**src/rtl/demux_pkg.sv**
```systemverilog
// rtl/demux_pkg.sv - shared state and mode encodings for the 1:2 demux dispatcher
package demux_pkg;

  typedef enum logic [1:0] {
    ST_IDLE  = 2'd0,
    ST_HOLD0 = 2'd1,
    ST_HOLD1 = 2'd2
  } state_t;

  localparam logic MODE_SEL = 1'b0;
  localparam logic MODE_RR  = 1'b1;

endpackage

```
**src/rtl/demux_2_dispatcher_if.sv**
```systemverilog
// rtl/demux_2_dispatcher_if.sv - producer stream plus two consumer streams of the dispatcher
interface demux_2_dispatcher_if #(
  parameter int WIDTH = 8
);
  logic [WIDTH-1:0] in_data;
  logic             in_valid;
  logic             in_ready;
  logic             in_sel;
  logic [WIDTH-1:0] Y0_data;
  logic             Y0_valid;
  logic             Y0_ready;
  logic [WIDTH-1:0] Y1_data;
  logic             Y1_valid;
  logic             Y1_ready;

  // Environment side: drives the producer and the consumer readys.
  modport master (
    output in_data, in_valid, in_sel, Y0_ready, Y1_ready,
    input  in_ready, Y0_data, Y0_valid, Y1_data, Y1_valid
  );

  // Dispatcher side.
  modport slave (
    input  in_data, in_valid, in_sel, Y0_ready, Y1_ready,
    output in_ready, Y0_data, Y0_valid, Y1_data, Y1_valid
  );
endinterface

```
**src/rtl/demux_2.sv**
```systemverilog
// rtl/demux_2.sv - combinational 1:2 demultiplexer, unselected output forced low
module demux_2 #(
  parameter int W = 1
) (
  input  logic [W-1:0] d_i,
  input  logic         sel_i,
  output logic [W-1:0] y0_o,
  output logic [W-1:0] y1_o
);

  assign y0_o = sel_i ? '0 : d_i;
  assign y1_o = sel_i ? d_i : '0;

endmodule

```
**src/rtl/demux_2_dispatcher.sv**
```systemverilog
// rtl/demux_2_dispatcher.sv - one-word-buffered 1:2 stream dispatcher (optional counters: DEMUX_DISPATCH_CNT_EN)
module demux_2_dispatcher
  import demux_pkg::*;
#(
  parameter int WIDTH = 8,
  parameter int CNT_W = 16
) (
  input  logic clk,
  input  logic rst,
  input  logic mode,
  output logic busy,
  demux_2_dispatcher_if.slave bus
`ifdef DEMUX_DISPATCH_CNT_EN
  ,
  output logic [CNT_W-1:0] cnt0,
  output logic [CNT_W-1:0] cnt1
`endif
);

  state_t           state_q;
  logic [WIDTH-1:0] buf_q;
  logic             rr_ptr_q;

  logic y0_done;
  logic y1_done;
  logic accept;
  logic dest;
  logic v0;
  logic v1;

  // A held word leaves when its own consumer is ready; the other ready is ignored.
  assign y0_done = (state_q == ST_HOLD0) && bus.Y0_ready;
  assign y1_done = (state_q == ST_HOLD1) && bus.Y1_ready;

  assign bus.in_ready = (state_q == ST_IDLE) || y0_done || y1_done;
  assign accept       = bus.in_valid && bus.in_ready;
  assign dest         = (mode == MODE_RR) ? rr_ptr_q : bus.in_sel;
  assign busy         = (state_q != ST_IDLE);

  // Held-valid bit steered to the consumer chosen by the current hold state.
  demux_2 #(.W(1)) u_valid_demux (
    .d_i   (busy),
    .sel_i (state_q == ST_HOLD1),
    .y0_o  (v0),
    .y1_o  (v1)
  );

  assign bus.Y0_valid = v0;
  assign bus.Y1_valid = v1;
  assign bus.Y0_data  = (state_q == ST_HOLD0) ? buf_q : '0;
  assign bus.Y1_data  = (state_q == ST_HOLD1) ? buf_q : '0;

  // Dispatch FSM: capture on accept (back-to-back allowed), release to IDLE on drain.
  always_ff @(posedge clk or posedge rst) begin
    if (rst) begin
      state_q  <= ST_IDLE;
      buf_q    <= '0;
      rr_ptr_q <= 1'b0;
    end else if (accept) begin
      buf_q   <= bus.in_data;
      state_q <= dest ? ST_HOLD1 : ST_HOLD0;
      if (mode == MODE_RR) begin
        rr_ptr_q <= ~rr_ptr_q;
      end
    end else if (y0_done || y1_done) begin
      state_q <= ST_IDLE;
    end
  end

`ifdef DEMUX_DISPATCH_CNT_EN
  logic [CNT_W-1:0] cnt0_q;
  logic [CNT_W-1:0] cnt1_q;

  // Saturating counts of completed consumer handshakes.
  always_ff @(posedge clk or posedge rst) begin
    if (rst) begin
      cnt0_q <= '0;
      cnt1_q <= '0;
    end else begin
      if (y0_done && (cnt0_q != '1)) begin
        cnt0_q <= cnt0_q + 1'b1;
      end
      if (y1_done && (cnt1_q != '1)) begin
        cnt1_q <= cnt1_q + 1'b1;
      end
    end
  end

  assign cnt0 = cnt0_q;
  assign cnt1 = cnt1_q;
`endif

endmodule

```
**src/flat_wrapper.sv**
```systemverilog
// flat-port wrapper written by rule: the top's interface ports become plain ports
module demux_2_dispatcher_flat import demux_pkg::*;
#(
  parameter int WIDTH = 8,
  parameter int CNT_W = 16
)
  (clk, rst, mode, busy, bus_in_data, bus_in_valid, bus_in_sel, bus_Y0_ready, bus_Y1_ready, bus_in_ready, bus_Y0_data, bus_Y0_valid, bus_Y1_data, bus_Y1_valid);
  demux_2_dispatcher_if #(.WIDTH(WIDTH)) bus_i ();
  input  logic clk;
  input  logic rst;
  input  logic mode;
  output logic busy;
  input wire logic [$bits(bus_i.in_data)-1:0] bus_in_data;
  input wire logic [$bits(bus_i.in_valid)-1:0] bus_in_valid;
  input wire logic [$bits(bus_i.in_sel)-1:0] bus_in_sel;
  input wire logic [$bits(bus_i.Y0_ready)-1:0] bus_Y0_ready;
  input wire logic [$bits(bus_i.Y1_ready)-1:0] bus_Y1_ready;
  output wire logic [$bits(bus_i.in_ready)-1:0] bus_in_ready;
  output wire logic [$bits(bus_i.Y0_data)-1:0] bus_Y0_data;
  output wire logic [$bits(bus_i.Y0_valid)-1:0] bus_Y0_valid;
  output wire logic [$bits(bus_i.Y1_data)-1:0] bus_Y1_data;
  output wire logic [$bits(bus_i.Y1_valid)-1:0] bus_Y1_valid;
  assign bus_i.in_data = bus_in_data;
  assign bus_i.in_valid = bus_in_valid;
  assign bus_i.in_sel = bus_in_sel;
  assign bus_i.Y0_ready = bus_Y0_ready;
  assign bus_i.Y1_ready = bus_Y1_ready;
  assign bus_in_ready = bus_i.in_ready;
  assign bus_Y0_data = bus_i.Y0_data;
  assign bus_Y0_valid = bus_i.Y0_valid;
  assign bus_Y1_data = bus_i.Y1_data;
  assign bus_Y1_valid = bus_i.Y1_valid;
  demux_2_dispatcher #(.WIDTH(WIDTH), .CNT_W(CNT_W)) u_core (.clk(clk), .rst(rst), .mode(mode), .busy(busy), .bus(bus_i));
endmodule
```
**config.mk**
```make
export PLATFORM = sky130hd
export DESIGN_NAME = demux_2_dispatcher_flat
export DESIGN_NICKNAME = d
export VERILOG_FILES = /design/src/rtl/demux_pkg.sv /design/src/rtl/demux_2_dispatcher_if.sv /design/src/rtl/demux_2.sv /design/src/rtl/demux_2_dispatcher.sv /design/src/flat_wrapper.sv
export SDC_FILE = /design/constraint.sdc
export NUM_CORES = 1
export LEC_CHECK = 0
export BUFFER_PORTS_ARGS = -buffer_cell sky130_fd_sc_hd__buf_2
export CAP_MARGIN = 10
export CORE_UTILIZATION = 33
export DETAILED_ROUTE_END_ITERATION = 16
export PLACE_DENSITY_LB_ADDON = 0.2
export SLEW_MARGIN = 20
export SYNTH_ARGS = -nofsm -noshare
export SYNTH_HDL_FRONTEND = slang
export SYNTH_SLANG_ARGS = --single-unit
```
**constraint.sdc**
```tcl
create_clock -name clk -period 1.5 [get_ports clk]
set_input_delay 0 -clock clk [delete_from_list [all_inputs] [get_ports clk]]
set_output_delay 0 -clock clk [all_outputs]
set_load 0.1 [all_outputs]
```
==> impl_results.md, run 1 <==
* Slew HR at 68.0%
* Final wirelength at 1590 um
* Layout cells sized above 1 at 62.1%
* Critical path's top delay family: flip-flops
* CTS tree: done
* Post-route DRC at 0
* Routed len/inst at 12.4 um
* Worst slack at placement at 22.5 ps
* Critical Path Max Stage Delay at 460 ps
* Number of buffers created by CTS at 3
* RR Endpoint: u_core.buf_q[1]$_DFFE_PP0P_
* Min Tclk post-route at 1440 ps
* Initial antenna violation count at 0
* Fill count at 126
* GR Util met1 at 20.9%
* Footprint of the flip-flops and latches at 278 um^2
* Critical path data required time at 1660 ps
* Arr. time, crit path at 1600 ps
* Die area at 2150 um^2
* Slew @ Worst Pin at 483 ps
* TNS Setup at 0 ps
* Hold Path End: u_core.state_q[1]$_DFFE_PP0P_
* Depth of the worst register-to-register path at 4
* Most frequent cells in the layout: buf_12, buf_2, and2_1, dlygate4sd3_1, dfrtp_1
* Via count at 581
* HP Start: bus_Y1_ready
* Diode count at 0
* Hold Fails Final Rpt at 0
* Die Ht at 46.3 um
* Cell Area, Synth at 648 um^2
* Cells after Synth at 55
* Hold slack at 67.0 ps
* CTS root buffer: clkbuf_4
* Hold path depth at 3
* Final ANT Viol Nets at 0
* Cell variety after synth at 17
* GRT Resource Usage Total at 16.9%
* Initial core utilization at 36.4%
* CP bufs+invs at 1
* Critical-path top delay cell: dfrtp_2
* Pin count of the biggest net entering global routing at 12
* Mean Syn Cell Area at 11.8 um^2
* Status: complete, no violations
* Leading cell type in the layout, fill and taps excluded: buf_12
* Synth Register Bits at 11
* Gr busiest metal: met2
* Total Nets Final at 119
* Synthesized net count at 70
* Syn-to-layout area delta at 97.3%
* Fmax at 0.694 GHz
* Crit Path Category: reg -> reg
* Global Route met3 Usage at 7.06%
* First-pass GRT wire length at 2480 um
* Sequential element share of the synthesized area at 42.5%
* FF-to-FF Start: u_core.state_q[1]$_DFFE_PP0P_
* Final GP Congestion at 0.702
* R2r setup slk at 60 ps
* Htree depth at 1
* Setup violators final at 0
* Max-cap viol count at 0
* CTS sink count at 11
* Slew Viols, Final at 0
* Clk buf depth at 2
* HPWL after DPL at 1190 um
* Clock Pin Slew Worst Setup and Hold Paths at 70 ps
* Core Area at 1780 um^2
* Ordered cell list for the critical path: and2b_1 -> o22ai_4 -> buf_12 -> mux2_4
* Row cnt at 15
* Number of global-route vias before repair at 555
* Fin crit share at 96.1%
* Hold Path Class: in -> reg
* Pre-antenna DRT Iters at 4
* Io pins at 35
* Worst setup EP type: flop
* IO buf count at 34
* Vias per inst at 4.54
* Met2 Use GR at 26.4%
* Clock Skews at 2.79 ps
* CP Max Fanout at 9
* Die W at 46.3 um
* Worst setup SP type: flop
* Setup WS post-layout at 59.0 ps
* Grt ovf at 0
* Area occupied by multi-input gates at 387 um^2
* Initial DRC Count at 14
* Clock Latency Late Sink at 270 ps
* Syn. warnings at 0
area by class of cell:
type                       instances  area share [%]
timing repair buffer              45            42.7
tap                               25            2.45
multi-input combinational         40            30.2
sequential                        11            21.7
clock buffer                       4            2.05
inverter                           3           0.881
cells in the mapped netlist:
master,number,area share [%]
a22o_1,2,2.7
clkbuf_1,2,1.2
and2_1,16,15
mux2_4,8,19
a211oi_1,1,1.2
nand2b_4,2,4.2
and2b_1,2,2.3
or2_2,1,0.97
nor2b_1,1,0.97
o22ai_4,1,3.1
dfrtp_1,11,42
inv_1,3,1.7
mux2i_1,1,1.5
xor2_1,1,1.4
a21oi_1,1,0.77
nand2_1,1,0.58
nand2b_1,1,0.97
metal layers:
layer / share of wire [%] / routed length [um]
met2: 53 / 843
met5: 0 / 0
met3: 6.9 / 109
met1: 39 / 617
met4: 1.1 / 17
flip-flops by register name, indices dropped and copies added (netlist names):
name             cells
u_core.buf_q         8
u_core.rr_ptr_q      1
u_core.state_q       2
how the worst max path moves through the flow:
stage,cells past startpoint,startpoint,end,slack (ps)
3_5_place_dp,3,u_core.state_q[1]$_DFFE_PP0P_,u_core.buf_q[5]$_DFFE_PP0P_,20
5_1_grt,4,u_core.state_q[1]$_DFFE_PP0P_,u_core.buf_q[1]$_DFFE_PP0P_,-8
4_1_cts,3,u_core.state_q[1]$_DFFE_PP0P_,u_core.buf_q[1]$_DFFE_PP0P_,-2
6_report,4,u_core.state_q[1]$_DFFE_PP0P_,u_core.buf_q[1]$_DFFE_PP0P_,60
2_1_floorplan,3,u_core.state_q[0]$_DFFE_PP0P_,bus_Y1_data[0],-280
3_3_place_gp,3,u_core.state_q[1]$_DFFE_PP0P_,u_core.buf_q[0]$_DFFE_PP0P_,70
worst register-to-register path, stage by stage, from the launching register on:
cell and delay [ps]:
dfrtp_2 460, and2b_1 240, o22ai_4 170, buf_12 160, mux2_4 300
stage by stage:
| stage | util (%) | cells | cell area (um^2) |
|---|---|---|---|
| CTS | 70.0 | 126 | 1250 |
| finish | 71.7 | 128 | 1280 |
| global route | 71.7 | 128 | 1280 |
| floorplan | - | 55 | 666 |
| global placement | 62.7 | 113 | 1120 |
| detailed placement | 62.7 | 113 | 1120 |
what timing repair did:
action,in CTS,in global routing
pin swaps,0,1
buffers inserted,0,1
gates resized for setup,6,2
hold buffers,9,0
setup endpoints to repair,16,16
cloned,0,1
endpoints found under the hold margin,19,0
cell families (layout without fill, tap and decap cells):
| logic type | Yosys count | count (layout) | synth area share (%) |
|---|---|---|---|
| muxes | 9 | 9 | 20.1 |
| DFF | 11 | 11 | 42.5 |
| xor gates and xnor gates | 1 | 1 | 1.35 |
| buffers and inverters | 5 | 52 | 2.90 |
| AOI/OAI and AO/OA | 5 | 5 | 7.72 |
| and+or+nand+nor | 24 | 25 | 25.5 |
Power of run 1 is not shown: default switching activity piles up to over one toggle a cycle in this logic, so the estimate is an artifact.
==> run 2, diff against run 1 <==
Settings changed: CORE_UTILIZATION 33 to 35, SKIP_CTS_REPAIR_TIMING set to 1.
==> run 2 against run 1 <==
Against the previous run: core utilization rose by 1.8 points; largest cell class unchanged; die area fell by 5.5%; clock-buffer cell count did not move.
==> impl_results.md, run 2 (synthesized netlist as in run 1, its figures left out) <==
* Status: complete, no violations
* R2r setup slk at 60 ps (about the same)
* RR Endpoint: u_core.buf_q[1]$_DFFE_PP0P_
* Initial antenna violation count at 0 (unchanged)
* Min Tclk post-route at 1440 ps (-1.51 ps)
* Critical Path Max Stage Delay at 460 ps (about the same)
* Number of buffers created by CTS at 3 (unchanged)
* Syn-to-layout area delta at 95.8%
* Max-cap viol count at 0 (unchanged)
* Via count at 536 (-7.7%)
* CTS sink count at 11 (unchanged)
* Hold Path Class: in -> reg
* Core Area at 1730 um^2 (-3.2%)
* HPWL after DPL at 1070 um (-9.8%)
* CTS root buffer: clkbuf_4
* CTS tree: done
* Top flop regs: u_core.buf_q (8), u_core.state_q (2), u_core.rr_ptr_q (1)
* Initial core utilization at 37.5% (+1.2 points)
* FF-to-FF Start: u_core.state_q[1]$_DFFE_PP0P_
* Clock Latency Late Sink at 260 ps (about the same)
* Fmax at 0.695 GHz (+0.10%)
* IO buf count at 34 (unchanged)
* Post-route DRC at 0 (unchanged)
* Final ANT Viol Nets at 0 (unchanged)
* Critical path data required time at 1640 ps (-20 ps)
* Depth of the worst register-to-register path at 4 (unchanged)
* Leading cell type in the layout, fill and taps excluded: buf_12
* Worst setup SP type: flop
* Initial DRC Count at 1 (-13)
* Die W at 45.0 um (-2.8%)
* Layout cells sized above 1 at 60.8% (-1.4 points)
* First-pass GRT wire length at 2120 um (-15%)
* Slew HR at 67.7% (-0.31 points)
* Fill count at 125 (-0.79%)
* Setup violators final at 0 (unchanged)
* Area occupied by multi-input gates at 378 um^2 (-2.3%)
* Final GP Congestion at 0.654 (-6.9%)
* Critical-path top delay cell: dfrtp_1
* Diode count at 0 (unchanged)
* Fin crit share at 96.0% (-0.10 points)
* Hold Fails Final Rpt at 0 (unchanged)
* Number of global-route vias before repair at 460 (-17%)
* HP Start: bus_Y1_ready
* Clock Pin Slew Worst Setup and Hold Paths at 70 ps (about the same)
* Total Nets Final at 118 (-0.84%)
* Io pins at 35 (unchanged)
* Max reg flops at 8 (unchanged)
* Die area at 2030 um^2 (-5.5%)
* GRT Resource Usage Total at 15.0% (-1.9 points)
* Row cnt at 15 (unchanged)
* Most frequent cells in the layout: buf_12, buf_2, dfrtp_1
* Arr. time, crit path at 1580 ps (-20 ps)
* Vias per inst at 4.22 (-7.0%)
* Clk buf depth at 2 (unchanged)
* Hold Path End: u_core.state_q[1]$_DFFE_PP0P_
* Die Ht at 45.0 um (-2.8%)
* Final wirelength at 1440 um (-9.1%)
* Slew Viols, Final at 0 (unchanged)
* Ordered cell list for the critical path: and2b_1 -> o22ai_4 -> buf_12 -> mux2_4
* Pre-antenna DRT Iters at 2 (-2)
* Grt ovf at 0 (unchanged)
* Footprint of the flip-flops and latches at 277 um^2 (-0.45%)
* Crit Path Category: reg -> reg
* Slew @ Worst Pin at 488 ps (+4.75 ps)
* Reg with most FFs: u_core.buf_q
* Routed len/inst at 11.4 um (-8.4%)
* Htree depth at 1 (unchanged)
* Pin count of the biggest net entering global routing at 12 (unchanged)
* Layout Cells excl Fill at 127 (-0.78%)
* Clock Skews at 1.48 ps (-1.31 ps)
* Hold path depth at 3 (unchanged)
* Placed cell count at 114 (+0.88%)
* Worst setup EP type: flop
* CP Max Fanout at 8 (-1)
[run 2: changes by cell type in the layout (fill, tap and decap cells not counted), sizes merged]
cell	change
clkbuf	+1
and2b	-1
buf	-1
[run 2: how the worst max path moves through the flow]
stage	startpoint	to	slack [ps]	cells past startpoint
CTS	u_core.state_q[0]$_DFFE_PP0P_	bus_Y0_data[3]	-130	3
detailed placement	u_core.state_q[1]$_DFFE_PP0P_	u_core.buf_q[0]$_DFFE_PP0P_	110	4
floorplan	u_core.state_q[0]$_DFFE_PP0P_	bus_Y1_data[0]	-280	3
finish	u_core.state_q[1]$_DFFE_PP0P_	u_core.buf_q[1]$_DFFE_PP0P_	60	4
global placement	u_core.state_q[1]$_DFFE_PP0P_	u_core.buf_q[1]$_DFFE_PP0P_	160	4
global route	u_core.state_q[0]$_DFFE_PP0P_	bus_Y1_data[0]	-7	3
[run 2: final cells by class]
cell class / count / area share, %
inverter: 3 / 0.888
multi-input combinational: 39 / 29.8
clock buffer: 4 / 2.07
tap: 25 / 2.47
timing repair buffer: 45 / 43.0
sequential: 11 / 21.8
[run 2: routing by layer]
metal | wire length, um | up-vias | part of all wire, % | track usage, %
met5 | 0 | - | 0 | 0
li1 | - | 273 | - | -
met1 | 633 | 238 | 44 | 19.5
met4 | 17 | 0 | 1.2 | 7.27
met3 | 48 | 2 | 3.3 | 2.80
met2 | 744 | 23 | 52 | 24.1
[run 2: critical path: cells and delay by family, from the launching register on]
| kind | cells | cell delay (ps) |
|---|---|---|
| DFF | 1 | 460 |
| muxes | 1 | 300 |
| and+or+nand+nor | 1 | 250 |
| buffers and inverters | 1 | 160 |
| AOI/OAI and AO/OA | 1 | 150 |
[run 2: through the flow]
stage               area [um^2]  util (%)  setup slack (ps)  hold slack (ps)  TNS, ps
finish                     1270      73.5              60.6             44.4        0
floorplan                   666         -              -280             -148     -304
detailed placement         1140      65.9               109           -0.566        0
global route               1270      73.5             -7.41             72.2    -7.41
global placement           1140      65.9               156             1.62        0
CTS                        1160      67.5              -129             -276    -1440
Power of run 2 is left out for the same reason.
==> run 3, diff against run 2 <==
Settings changed: SETUP_SLACK_MARGIN set to 0.2.
==> run 3 against run 2 <==
Against the previous run: fmax grew 0.76%; design area grew 3.6%; global-route usage grew 1.7 points; critical endpoint is now u_core.buf_q[3]$_DFFE_PP0P_; highest routed layer unchanged.
==> impl_results.md, run 3 (synthesized netlist as in run 1, its figures left out) <==
* Status: complete, no violations
* Top flop regs: u_core.buf_q (8), u_core.state_q (2), u_core.rr_ptr_q (1)
* CP Max Fanout at 9 (+1)
* HP Start: bus_Y1_ready
* Placed cell count at 113 (-0.88%)
* HPWL after DPL at 1190 um (+11%)
* First-pass GRT wire length at 2400 um (+13%)
* Core Area at 1730 um^2 (unchanged)
* Final wirelength at 1550 um (+7.0%)
* Slew HR at 68.0% (+0.29 points)
* Worst setup EP type: flop
* CTS tree: done
* TNS Setup at 0 ps (unchanged)
* Grt ovf at 0 (unchanged)
* Initial DRC Count at 1 (unchanged)
* R2r setup slk at 70 ps (about the same)
* Depth of the worst register-to-register path at 4 (unchanged)
* Slew @ Worst Pin at 483 ps (-4.33 ps)
* Layout Cells excl Fill at 128 (+0.79%)
* Pin count of the biggest net entering global routing at 12 (unchanged)
* Die W at 45.0 um (unchanged)
* Final GP Congestion at 0.651 (-0.50%)
* Critical path data required time at 1640 ps (about the same)
* FF-to-FF Start: u_core.state_q[1]$_DFFE_PP0P_
* Arr. time, crit path at 1570 ps (about the same)
* Diode count at 0 (unchanged)
* Clock Skews at 1.84 ps (+0.351 ps)
* Clk buf depth at 2 (unchanged)
* Number of buffers created by CTS at 3 (unchanged)
* Min Tclk post-route at 1430 ps (-10.9 ps)
* Hold slack at 57.2 ps (+12.8 ps)
* Most frequent cells in the layout: buf_12, and2_4, buf_2
* Routed len/inst at 12.1 um (+6.2%)
* Fin crit share at 95.2% (-0.72 points)
* Number of global-route vias before repair at 521 (+13%)
* Max reg flops at 8 (unchanged)
* Slew Viols, Final at 0 (unchanged)
* GRT Resource Usage Total at 16.7% (+1.7 points)
* RSZ-0062 raised after global routing: true
* Via count at 570 (+6.3%)
* Leading cell type in the layout, fill and taps excluded: buf_12
* Hold Fails Final Rpt at 0 (unchanged)
* RR Endpoint: u_core.buf_q[3]$_DFFE_PP0P_
* Final ANT Viol Nets at 0 (unchanged)
* Io pins at 35 (unchanged)
* Reg with most FFs: u_core.buf_q
* Hold path depth at 3 (unchanged)
* Vias per inst at 4.45 (+5.5%)
* Initial antenna violation count at 0 (unchanged)
* Die Ht at 45.0 um (unchanged)
* Hold Path End: u_core.state_q[1]$_DFFE_PP0P_
* Post-route DRC at 0 (unchanged)
* CTS root buffer: clkbuf_4
* Total Nets Final at 119 (+0.85%)
* Die area at 2030 um^2 (unchanged)
* Max-cap viol count at 0 (unchanged)
* Crit Path Category: reg -> reg
* CTS sink count at 11 (unchanged)
* Fill count at 121 (-3.2%)
* Htree depth at 1 (unchanged)
* Worst setup SP type: flop
* Clock Latency Late Sink at 260 ps (about the same)
* Hold Path Class: in -> reg
* Syn-to-layout area delta at 103%
* Initial core utilization at 37.5% (unchanged)
* Layout cells sized above 1 at 69.9% (+9.1 points)
* Fmax at 0.700 GHz (+0.76%)
* IO buf count at 34 (unchanged)
* Pre-antenna DRT Iters at 2 (unchanged)
* Setup violators final at 0 (unchanged)
* Clock Pin Slew Worst Setup and Hold Paths at 70 ps (about the same)
* Row cnt at 15 (unchanged)
==> run 3: worst max-delay path: stages, from the launching register on <==
cell and delay, ps:
dfrtp_2 450, and2b_1 230, o22ai_4 170, buf_12 160, mux2_4 300
==> run 3: worst max-delay path by stage <==
| stage | start | to | slack, ps | cells past startpoint |
|---|---|---|---|---|
| final | u_core.state_q[1]$_DFFE_PP0P_ | u_core.buf_q[3]$_DFFE_PP0P_ | 70 | 4 |
| after global routing | u_core.state_q[1]$_DFFE_PP0P_ | u_core.buf_q[3]$_DFFE_PP0P_ | 40 | 4 |
| after CTS | u_core.state_q[0]$_DFFE_PP0P_ | bus_Y0_data[4] | -90 | 3 |
| after detailed placement | u_core.state_q[1]$_DFFE_PP0P_ | u_core.buf_q[3]$_DFFE_PP0P_ | 30 | 3 |
| after global placement | u_core.state_q[1]$_DFFE_PP0P_ | u_core.buf_q[7]$_DFFE_PP0P_ | 60 | 3 |
| after floorplan | u_core.state_q[1]$_DFFE_PP0P_ | bus_in_ready | 50 | 2 |
==> run 3: metal layers <==
metal | track usage, % | routed length [um]
met1 | 23.5 | 645
met2 | 25.8 | 832
met3 | 2.40 | 55
met4 | 7.27 | 12
met5 | 0 | 0
==> run 3: metrics by stage <==
step                      setup slack, ps  utilization, %  instance area [um^2]
after floorplan                      51.7               -                   692
after global routing                 36.4            76.2                  1320
final                                71.4            76.2                  1320
after global placement               65.0            65.9                  1140
after CTS                           -92.1            67.5                  1160
after detailed placement             28.5            65.9                  1140
==> run 3: final cells by class <==
type | instances | area (um^2) | area share, %
clock buffers | 4 | 26.3 | 2.00
inverters | 3 | 11.3 | 0.856
multi-input cells | 39 | 407 | 30.9
flip-flops and latches | 11 | 277 | 21.0
well taps | 25 | 31.3 | 2.38
repair buffers | 46 | 563 | 42.8
Power of run 3 is left out for the same reason.
